**src/rtl/vga_pkg.sv**
```systemverilog
// vga_pkg: tile codes, map geometry and the tile-write record shared by the frame scheduler
package vga_pkg;
  localparam logic [7:0] BDR = 8'd0;
  localparam logic [7:0] SKY = 8'd1;
  localparam logic [7:0] BLK = 8'd2;
  localparam logic [7:0] GND = 8'd3;
  localparam int MAP_ROWS = 12;
  localparam int MAP_COLS = 17;
  typedef struct packed {
    logic [3:0] row;
    logic [4:0] col;
    logic [7:0] val;
  } tile_wr_t;
endpackage

```
**src/rtl/tile_wr_fifo.sv**
```systemverilog
// tile_wr_fifo: first-word-fall-through sync FIFO of tile writes
module tile_wr_fifo
  import vga_pkg::*;
#(
  parameter int DEPTH = 8
) (
  input  logic     vga_clock,
  input  logic     reset,
  input  logic     push,
  input  tile_wr_t din,
  input  logic     pop,
  output tile_wr_t dout,
  output logic     full,
  output logic     empty
);
  localparam int AW = $clog2(DEPTH);
  localparam int CW = AW + 1;
  tile_wr_t mem_q [DEPTH];
  logic [AW-1:0] wr_q, wr_d, rd_q, rd_d;
  logic [CW-1:0] cnt_q, cnt_d;
  logic do_push, do_pop;
  always_comb begin
    full = cnt_q == CW'(DEPTH);
    empty = cnt_q == '0;
    do_push = push && !full;
    do_pop = pop && !empty;
    wr_d = wr_q + AW'(do_push);
    rd_d = rd_q + AW'(do_pop);
    cnt_d = cnt_q + CW'(do_push) - CW'(do_pop);
    dout = mem_q[rd_q];
  end
  always_ff @(posedge vga_clock or negedge reset)
    if (!reset) begin
      wr_q <= '0;
      rd_q <= '0;
      cnt_q <= '0;
    end else begin
      wr_q <= wr_d;
      rd_q <= rd_d;
      cnt_q <= cnt_d;
    end
  always_ff @(posedge vga_clock)
    if (do_push) mem_q[wr_q] <= din;
endmodule

```
**src/rtl/vga_frame_scheduler.sv**
```systemverilog
// vga_frame_scheduler: commits Mario's position on vsync and drains queued tile writes during blanking
module vga_frame_scheduler
  import vga_pkg::*;
#(
  parameter int   INIT_X       = 0,
  parameter int   INIT_Y       = 0,
  parameter int   MAP_ROWS     = vga_pkg::MAP_ROWS,
  parameter int   MAP_COLS     = vga_pkg::MAP_COLS,
  parameter int   TQ_DEPTH     = 8,
  parameter int   DRAIN_MAX    = 16,
  parameter logic VSYNC_ACTIVE = 1'b0
) (
  input  logic               vga_clock,
  input  logic               reset,
  input  logic               vsync,
  input  logic               pos_valid,
  input  logic signed [31:0] pos_x,
  input  logic signed [31:0] pos_y,
  output logic               pos_ready,
  input  logic [1:0]         treq_valid,
  input  logic [1:0][3:0]    treq_row,
  input  logic [1:0][4:0]    treq_col,
  input  logic [1:0][7:0]    treq_val,
  output logic [1:0]         treq_ready,
  output logic signed [31:0] mario_x,
  output logic signed [31:0] mario_y,
  output logic               tile_we,
  output logic [3:0]         tile_row,
  output logic [4:0]         tile_col,
  output logic [7:0]         tile_val,
  output logic               frame_tick,
  output logic [15:0]        frame_count,
  output logic               range_err
);
  typedef enum logic [1:0] {IDLE, COMMIT, DRAIN, TICK} sched_state_t;
  localparam int PW = $clog2(DRAIN_MAX + 1);
  sched_state_t state_q, state_d;
  logic vs_q, rr_q, rr_d, rdy_q, err_q, err_d, we_q, we_d;
  logic signed [31:0] sx_q, sx_d, sy_q, sy_d, mx_q, mx_d, my_q, my_d;
  logic [PW-1:0] pops_q, pops_d;
  logic [15:0] fc_q, fc_d;
  tile_wr_t out_q, out_d, push_data, pop_data;
  logic vs_start, commit, pop, push, gnt, fifo_full, fifo_empty;
  logic [1:0] in_rng;
  tile_wr_fifo #(.DEPTH(TQ_DEPTH)) u_fifo (
    .vga_clock(vga_clock),
    .reset(reset),
    .push(push),
    .din(push_data),
    .pop(pop),
    .dout(pop_data),
    .full(fifo_full),
    .empty(fifo_empty)
  );
  // Out-of-range requests are still granted so a bad requester cannot stall the arbiter
  always_comb begin
    for (int i = 0; i < 2; i++)
      in_rng[i] = int'(treq_row[i]) < MAP_ROWS && int'(treq_col[i]) < MAP_COLS;
    treq_ready = fifo_full ? 2'b00 : &treq_valid ? (rr_q ? 2'b10 : 2'b01) : treq_valid;
    gnt = treq_ready[1];
    push = |treq_ready && in_rng[gnt];
    push_data = '{row: treq_row[gnt], col: treq_col[gnt], val: treq_val[gnt]};
    rr_d = rr_q ^ (&treq_valid && !fifo_full);
    err_d = err_q || (|treq_ready && !in_rng[gnt]);
    vs_start = (vsync == VSYNC_ACTIVE) && (vs_q != VSYNC_ACTIVE);
  end
  always_ff @(posedge vga_clock or negedge reset)
    if (!reset) state_q <= IDLE;
    else state_q <= state_d;
  always_comb begin
    state_d = state_q;
    case (state_q)
      IDLE:    if (vs_start) state_d = COMMIT;
      COMMIT:  state_d = DRAIN;
      DRAIN:   if (!pop) state_d = TICK;
      default: state_d = IDLE;
    endcase
  end
  always_comb begin
    commit = state_q == COMMIT;
    pop = state_q == DRAIN && !fifo_empty && pops_q < PW'(DRAIN_MAX);
    frame_tick = state_q == TICK;
  end
  // The live position takes the shadow as it stood before the commit edge
  always_comb begin
    sx_d = pos_valid ? pos_x : sx_q;
    sy_d = pos_valid ? pos_y : sy_q;
    mx_d = commit ? sx_q : mx_q;
    my_d = commit ? sy_q : my_q;
    pops_d = commit ? '0 : pops_q + PW'(pop);
    we_d = pop;
    out_d = pop ? pop_data : out_q;
    fc_d = fc_q + 16'(frame_tick);
  end
  always_ff @(posedge vga_clock or negedge reset)
    if (!reset) begin
      vs_q <= VSYNC_ACTIVE;
      rr_q <= 1'b0;
      rdy_q <= 1'b0;
      err_q <= 1'b0;
      we_q <= 1'b0;
      sx_q <= INIT_X;
      sy_q <= INIT_Y;
      mx_q <= INIT_X;
      my_q <= INIT_Y;
      pops_q <= '0;
      fc_q <= '0;
      out_q <= '0;
    end else begin
      vs_q <= vsync;
      rr_q <= rr_d;
      rdy_q <= 1'b1;
      err_q <= err_d;
      we_q <= we_d;
      sx_q <= sx_d;
      sy_q <= sy_d;
      mx_q <= mx_d;
      my_q <= my_d;
      pops_q <= pops_d;
      fc_q <= fc_d;
      out_q <= out_d;
    end
  assign pos_ready = rdy_q;
  assign mario_x = mx_q;
  assign mario_y = my_q;
  assign tile_we = we_q;
  assign tile_row = out_q.row;
  assign tile_col = out_q.col;
  assign tile_val = out_q.val;
  assign frame_count = fc_q;
  assign range_err = err_q;
endmodule

```
**config.mk**
```make
export PLATFORM = sky130hd
export DESIGN_NAME = vga_frame_scheduler
export DESIGN_NICKNAME = d
export VERILOG_FILES = /design/src/rtl/vga_pkg.sv /design/src/rtl/tile_wr_fifo.sv /design/src/rtl/vga_frame_scheduler.sv
export SDC_FILE = /design/constraint.sdc
export NUM_CORES = 1
export LEC_CHECK = 0
export ABC_AREA = 1
export CAP_MARGIN = 20
export CELL_PAD_IN_SITES_DETAIL_PLACEMENT = 1
export CELL_PAD_IN_SITES_GLOBAL_PLACEMENT = 1
export CORE_MARGIN = 1.5
export CORE_UTILIZATION = 40
export CTS_BUF_LIST = sky130_fd_sc_hd__clkbuf_8
export DETAILED_ROUTE_END_ITERATION = 6
export GPL_TIMING_DRIVEN = 0
export PLACE_DENSITY_LB_ADDON = 0.1
export SLEW_MARGIN = 0
export SYNTH_ARGS = -nofsm -noshare
export SYNTH_HDL_FRONTEND = slang
export SYNTH_SLANG_ARGS = --single-unit
```
**constraint.sdc**
```tcl
create_clock -name vga_clock -period 4.55 [get_ports vga_clock]
set_input_delay 1.365 -clock vga_clock [delete_from_list [all_inputs] [get_ports vga_clock]]
set_output_delay 1.365 -clock vga_clock [all_outputs]
set_load 0.02 [all_outputs]
```
==> out/qor.csv, run 1 <==
stage,metric,value,unit
timing,Max Clock Freq,233,MHz
power_and_ir_drop,P_int,6770,µW
synth,cells after synthesis,1223,
flow_run,max cap viols,0,
die,width of the die,182,µm
global_route,number of global-route vias before repair,10300,
place,placed cells,1836,
synth,Synth Cell Area,12800,µm²
power_and_ir_drop,leakage,0.00718,µW
timing,minimum clock period,4.30,ns
routing,via count,9521,
power_and_ir_drop,"Power, Total",10900,µW
layout,non-filler instance count after layout,1930,
timing,Tightest Pin Transition,1.02,ns
setup_path,slowest CP cell,clkdlybuf4s50_1,
setup_path,Setup crit end kind,output pin,
power_and_ir_drop,sequential share of power,0.379,
synth,top post-synthesis cells by area,"dfrtp_1 36%, edfxtp_1 32%, nand2_1 7.0%",
synth,post-synth top area share,0.358,
place,DPL Wire Length,24.3,mm
clock_network,Sink Count,319,
synth,post-synth top area cell,dfrtp_1,
layout,"commonest cells after routing, fill and taps aside","240 x nand2_1, 203 x clkdlybuf4s50_1, 183 x dfrtp_1, 182 x nor2_1, 136 x edfxtp_1",
clock_network,setup bufs post-CTS,0,
timing,final period utilization,0.945,
place,pre-CTS WS,-0.0149,ns
layout,fin nets,1614,
power_and_ir_drop,pwr dens,657,nW/µm²
synth,synth warn,0,
layout,"commonest non-fill, non-tap cell in the layout",nand2_1,
power_and_ir_drop,Sw Share,0.378,
routing,ANT nets after route,0,
global_route,gr ovfl total,0,
clock_network,"Clk Latency, worst-skew pair",0.57,ns
die,Die ar.,33000,µm²
die,chip height,182,µm
layout,area growth from synthesis to layout,29.4,%
timing,Final setup viols,0,
routing,vias per std cell,4.93,
routing,First DRT Iteration DRCs,456,
routing,first drt pass iteration count,5,
synth,Yosys cell types,28,
timing,Fin. Hold Viols,0,
timing,slew margin rel.,0.315,
timing,Hold Slack,0.468,ns
place,Port-buffer cells,205,
setup_path,Critical Path Fanout Max,10,
power_and_ir_drop,Gate power share,0.389,
power_and_ir_drop,clock share of power,0.232,
layout,layout cells sized above 1,0.0864,
routing,routed len/inst,18.0,µm
layout,ant diodes,0,
power_and_ir_drop,Switch Pwr,4110,µW
synth,Syn Area/Cell,10.5,µm²
synth,"Seq/Total Area, Yosys",0.678,
synth,Seq cells post-synth,319,
power_and_ir_drop,VDD IR max,252,µV
global_route,antenna violations before repair,0,
global_route,GR Util All Layers,0.216,
global_route,pin count of the biggest net entering global routing,120,
clock_network,CTS Hold Bufs,0,
outcome,status,"complete, no violations",
timing,RSZ-0062 raised after global routing,no,
clock_network,H-tree depth,2,
setup_path,Worst Setup Start Kind,input port,
clock_network,Resize count post-CTS,1,
global_route,first-pass GRT wire length,56.1,mm
clock_network,CTS buffer count,54,
die,I/O pins,207,
synth,Post-Syn Nets,1347,
timing,TNS Setup,0,ns
routing,WL final,34.7,mm
die,total core area,31500,µm²
hold_path,hold crit path type,reg -> reg,
setup_path,critical path type,in -> out,
setup_path,CP arrival,2.93,ns
timing,Worst Skew,0.0282,ns
die,row count,65,
routing,DRC viols,0,
place,RePlAce Congestion,0.782,
setup_path,CP cell instances,clkdlybuf4s50_1 > nand2_1 > nand2_1 > nand2_2 > inv_1 > buf_2 > dlygate4sd2_1,
timing,Final Slew Violations,0,
setup_path,CP max stage delay,0.50,ns
die,Starting Density,0.406,
clock_network,clock slew at reported path FFs,0.06,ns
clock_network,worst-case clock buffer depth,3,
clock_network,CTS root buffer,clkbuf_8,
setup_path,Crit path top cell by count,nand2_1,
clock_network,CTS tree,built,
timing,Setup WS post-layout,0.251,ns
setup_path,Worst EP required,3.18,ns
[critical path, delay by kind of cell]
kind                   cells  cell delay, ns
buffers and inverters      4            1.30
and+or+nand+nor            3            0.26
[Yosys cell counts, drive strengths merged]
cell type / n
clkbuf: 20
nand2: 242
o21bai: 1
nor3: 5
inv: 101
edfxtp: 136
buf: 40
nand3: 70
xor2: 13
xnor2: 7
nor3b: 2
nand4: 2
dfrtp: 183
conb: 1
clkinv: 2
nor2: 190
fa: 1
a21oi: 66
ha: 19
o21ai: 122
[final cells by class]
type                            instances  area (µm²)
Sequential cell                       319        8660
Clock buffer                           71         977
Multi-Input combinational cell        741        3440
Tap cell                              402         503
Fill cell                            3485       14900
Clock inverter                         23        90.1
Inverter                              103         389
Timing Repair Buffer                  211        2170
Buffer                                 60         314
[through the flow]
step	area [µm²]	utilization
after floorplan	12800	-
after detailed placement	15500	0.492
after global routing	16500	0.526
final	16500	0.526
after CTS	16500	0.526
after global placement	15300	0.487
[layer usage]
layer / wire length (µm) / global-route usage / vias to the layer above / share of wire
met5: 0 / 0 / - / 0
met3: 1550 / 0.0399 / 53 / 0.045
li1: - / - / 4523 / -
met4: 510 / 0.0503 / 0 / 0.015
met2: 17100 / 0.365 / 177 / 0.49
met1: 15500 / 0.291 / 4768 / 0.45
[cell families after synthesis]
group / share of synthesized area
buffers and inverters: 0.0550
adder cells (fa/ha/maj): 0.0202
XOR/XNOR: 0.0137
AND/OR/NAND/NOR: 0.159
flip-flops: 0.678
AO/OA/AOI/OAI: 0.0742
other: 0.000293
[power groups by stage]
stage | logic (µW) | registers (µW) | clock network, µW
global placement | 4100 | 4160 | 0
detailed placement | 4280 | 4180 | 0
finish | 4230 | 4130 | 2520
global route | 4700 | 4210 | 2730
floorplan | 1920 | 4600 | 0
CTS | 4300 | 4140 | 2590
[worst paths after layout]
| path | start | to | slack (ns) | depth (start not counted) |
|---|---|---|---|---|
| max reg2reg | state_q[0]$_DFFE_PN0P_ | u_fifo.cnt_q[2]$_DFF_PN0_ | 1.80 | 11 |
| min reg2reg | range_err$_DFF_PN0_ | range_err$_DFF_PN0_ | 0.47 | 2 |
| max | treq_valid[1] | treq_ready[1] | 0.25 | 7 |
| max in group asynchronous | reset | mario_y[12]$_DFFE_PN0N_ | 2.78 | 2 |
| min | range_err$_DFF_PN0_ | range_err$_DFF_PN0_ | 0.47 | 2 |
| min in group asynchronous | reset | tile_val[2]$_DFFE_PN0N_ | 0.72 | 1 |
[sequential cells by signal, indices dropped and copies added (netlist names), 5 cells and up]
name and cells:
frame_count 16, tile_col 5, tile_val 8, mario_y 32, sx_q 32, u_fifo.mem_q 136
pops_q 5, sy_q 32, mario_x 32
Note: power is estimated with default switching activity, not from simulation.
==> inputs of run 2 (changes only) <==
Settings changed: MAX_ROUTING_LAYER set to met4.
==> run 2 against run 1 <==
Compared with the run above: core utilization did not move; sequential power barely moved; hold slack barely moved; highest routed layer unchanged; fmax barely moved; largest power group unchanged; critical path depth did not move; final cell count did not move; total power barely moved; via count fell by 0.66%.
==> out/qor.csv, run 2 (same netlist as run 1, synthesis figures left out) <==
stage,metric,value,unit
outcome,status,"complete, no violations",
clock_network,CTS buffer count,54,
timing,minimum clock period,4.30,ns
clock_network,H-tree depth,2,
layout,max reg flops,136,
timing,Max Clock Freq,233,MHz
global_route,first-pass GRT wire length,56.0,mm
hold_path,hold path depth,2,
routing,ANT nets after route,0,
setup_path,R2R Setup Slk,1.81,ns
die,total core area,31500,µm²
hold_path,hold crit path type,reg -> reg,
timing,Worst Skew,0.0300,ns
timing,Final setup viols,0,
flow_run,max cap viols,0,
layout,area growth from synthesis to layout,29.4,%
timing,final period utilization,0.945,
timing,Tightest Pin Transition,1.05,ns
layout,fin nets,1614,
power_and_ir_drop,leakage,0.00718,µW
routing,routed len/inst,17.9,µm
clock_network,CTS tree,built,
layout,"commonest non-fill, non-tap cell in the layout",nand2_1,
layout,fin area,16500,µm²
setup_path,Worst EP required,3.18,ns
timing,Fin. Hold Viols,0,
place,"Cell Area, Placed",15500,µm²
layout,ant diodes,0,
global_route,GR Util All Layers,0.223,
setup_path,Setup crit end kind,output pin,
place,Port-buffer cells,205,
timing,Final Slew Violations,0,
hold_path,HP Start,range_err$_DFF_PN0_,
power_and_ir_drop,pwr dens,657,nW/µm²
timing,RSZ-0062 raised after global routing,no,
layout,layout cells sized above 1,0.0864,
routing,WL final,34.6,mm
setup_path,critical path type,in -> out,
setup_path,slowest CP cell,clkdlybuf4s50_1,
die,row count,65,
global_route,antenna violations before repair,0,
clock_network,clock slew at reported path FFs,0.06,ns
setup_path,CP arrival,2.93,ns
setup_path,Critical Path Fanout Max,10,
place,DPL Wire Length,24.3,mm
global_route,gr ovfl total,0,
global_route,number of global-route vias before repair,10300,
clock_network,Sink Count,319,
clock_network,Resize count post-CTS,1,
power_and_ir_drop,VDD IR max,252,µV
setup_path,CP cell instances,clkdlybuf4s50_1 > nand2_1 > nand2_1 > nand2_2 > inv_1 > buf_2 > dlygate4sd2_1,
clock_network,"Clk Latency, worst-skew pair",0.57,ns
routing,vias per std cell,4.90,
layout,"commonest cells after routing, fill and taps aside","240 x nand2_1, 203 x clkdlybuf4s50_1, 183 x dfrtp_1, 182 x nor2_1, 136 x edfxtp_1",
timing,slew margin rel.,0.301,
layout,Largest Register,u_fifo.mem_q,
setup_path,R2R depth,11,
clock_network,worst-case clock buffer depth,3,
clock_network,CTS root buffer,clkbuf_8,
timing,Hold Slack,0.468,ns
die,Die ar.,33000,µm²
routing,first drt pass iteration count,5,
setup_path,Worst Path Buf+Inv,4,
routing,DRC viols,0,
setup_path,CP max stage delay,0.50,ns
die,Starting Density,0.406,
die,chip height,182,µm
routing,First DRT Iteration DRCs,478,
global_route,pin count of the biggest net entering global routing,120,
setup_path,RR Startpoint,state_q[0]$_DFFE_PN0P_,
clock_network,CTS Hold Bufs,0,
place,RePlAce Congestion,0.794,
setup_path,Worst Setup Start Kind,input port,
setup_path,Reg2Reg Capture Point,u_fifo.cnt_q[2]$_DFF_PN0_,
clock_network,setup bufs post-CTS,0,
hold_path,hold worst-path end,range_err$_DFF_PN0_,
routing,via count,9458,
layout,Fill cells,3485,
die,I/O pins,207,
setup_path,Crit path top cell by count,nand2_1,
setup_path,"Largest delay share family, worst path",buffers and inverters,
die,width of the die,182,µm
## run 2: cell counts in the layout (fill, tap and decap cells not counted)
Identical to the previous run, type by type.
## run 2: power by group
part | switching (µW) | internal [µW]
Sequential | 343 | 3790
Clock | 1150 | 1380
Combinational | 2620 | 1600
## run 2: worst max-delay path by stage
stage / from / slack, ns / cells past startpoint / to
after floorplan: treq_valid[0] / 1.27 / 6 / treq_ready[1]
after global placement: reset / -6.05 / 1 / sy_q[14]$_DFFE_PN0P_
after detailed placement: treq_valid[1] / -0.01 / 7 / treq_ready[1]
after CTS: treq_valid[1] / 0.25 / 7 / treq_ready[1]
after global routing: treq_valid[1] / 0.10 / 7 / treq_ready[1]
final: treq_valid[1] / 0.25 / 7 / treq_ready[1]
## run 2: worst reg2reg max path, delay by kind of cell (launching register included)
kind	cells	cell delay (ns)
adder cells (fa/ha/maj)	4	1.09
buffers and inverters	5	0.89
flip-flops	1	0.43
XOR/XNOR	1	0.14
AND/OR/NAND/NOR	1	0.10
## run 2: cell type report
class | count | area, µm² | area share
flip-flops and latches | 319 | 8660 | 0.524
inverters | 103 | 389 | 0.0235
well taps | 402 | 503 | 0.0304
plain buffers | 60 | 314 | 0.0190
clock buffers | 71 | 977 | 0.0591
clock inverters | 23 | 90.1 | 0.00544
multi-input cells | 741 | 3440 | 0.208
repair buffers | 211 | 2170 | 0.131
## run 2: metrics by stage
step	utilization	total power [µW]	cells	setup slack, ns	setup TNS, ns
6_report	0.526	10900	1930	0.252	0
5_1_grt	0.526	11600	1930	0.104	0
4_1_cts	0.526	11000	1930	0.255	0
3_5_place_dp	0.492	8450	1836	-0.0149	-0.0149
3_3_place_gp	0.487	8260	1830	-6.05	-1101.94
2_1_floorplan	-	6520	1223	1.27	0
## run 2: routing by layer
metal,vias to the layer above,global-route usage,part of all wire
li1,4520,-,-
met1,4695,0.291,0.44
met2,191,0.366,0.49
met3,52,0.0377,0.047
met4,0,0.0503,0.015
met5,-,-,0
==> inputs of run 3 (changes only) <==
Settings changed: CAP_MARGIN 20 to not set.
==> results of run 3 <==
Same layout as run 2: the final DEF is identical, and so are final timing and power.
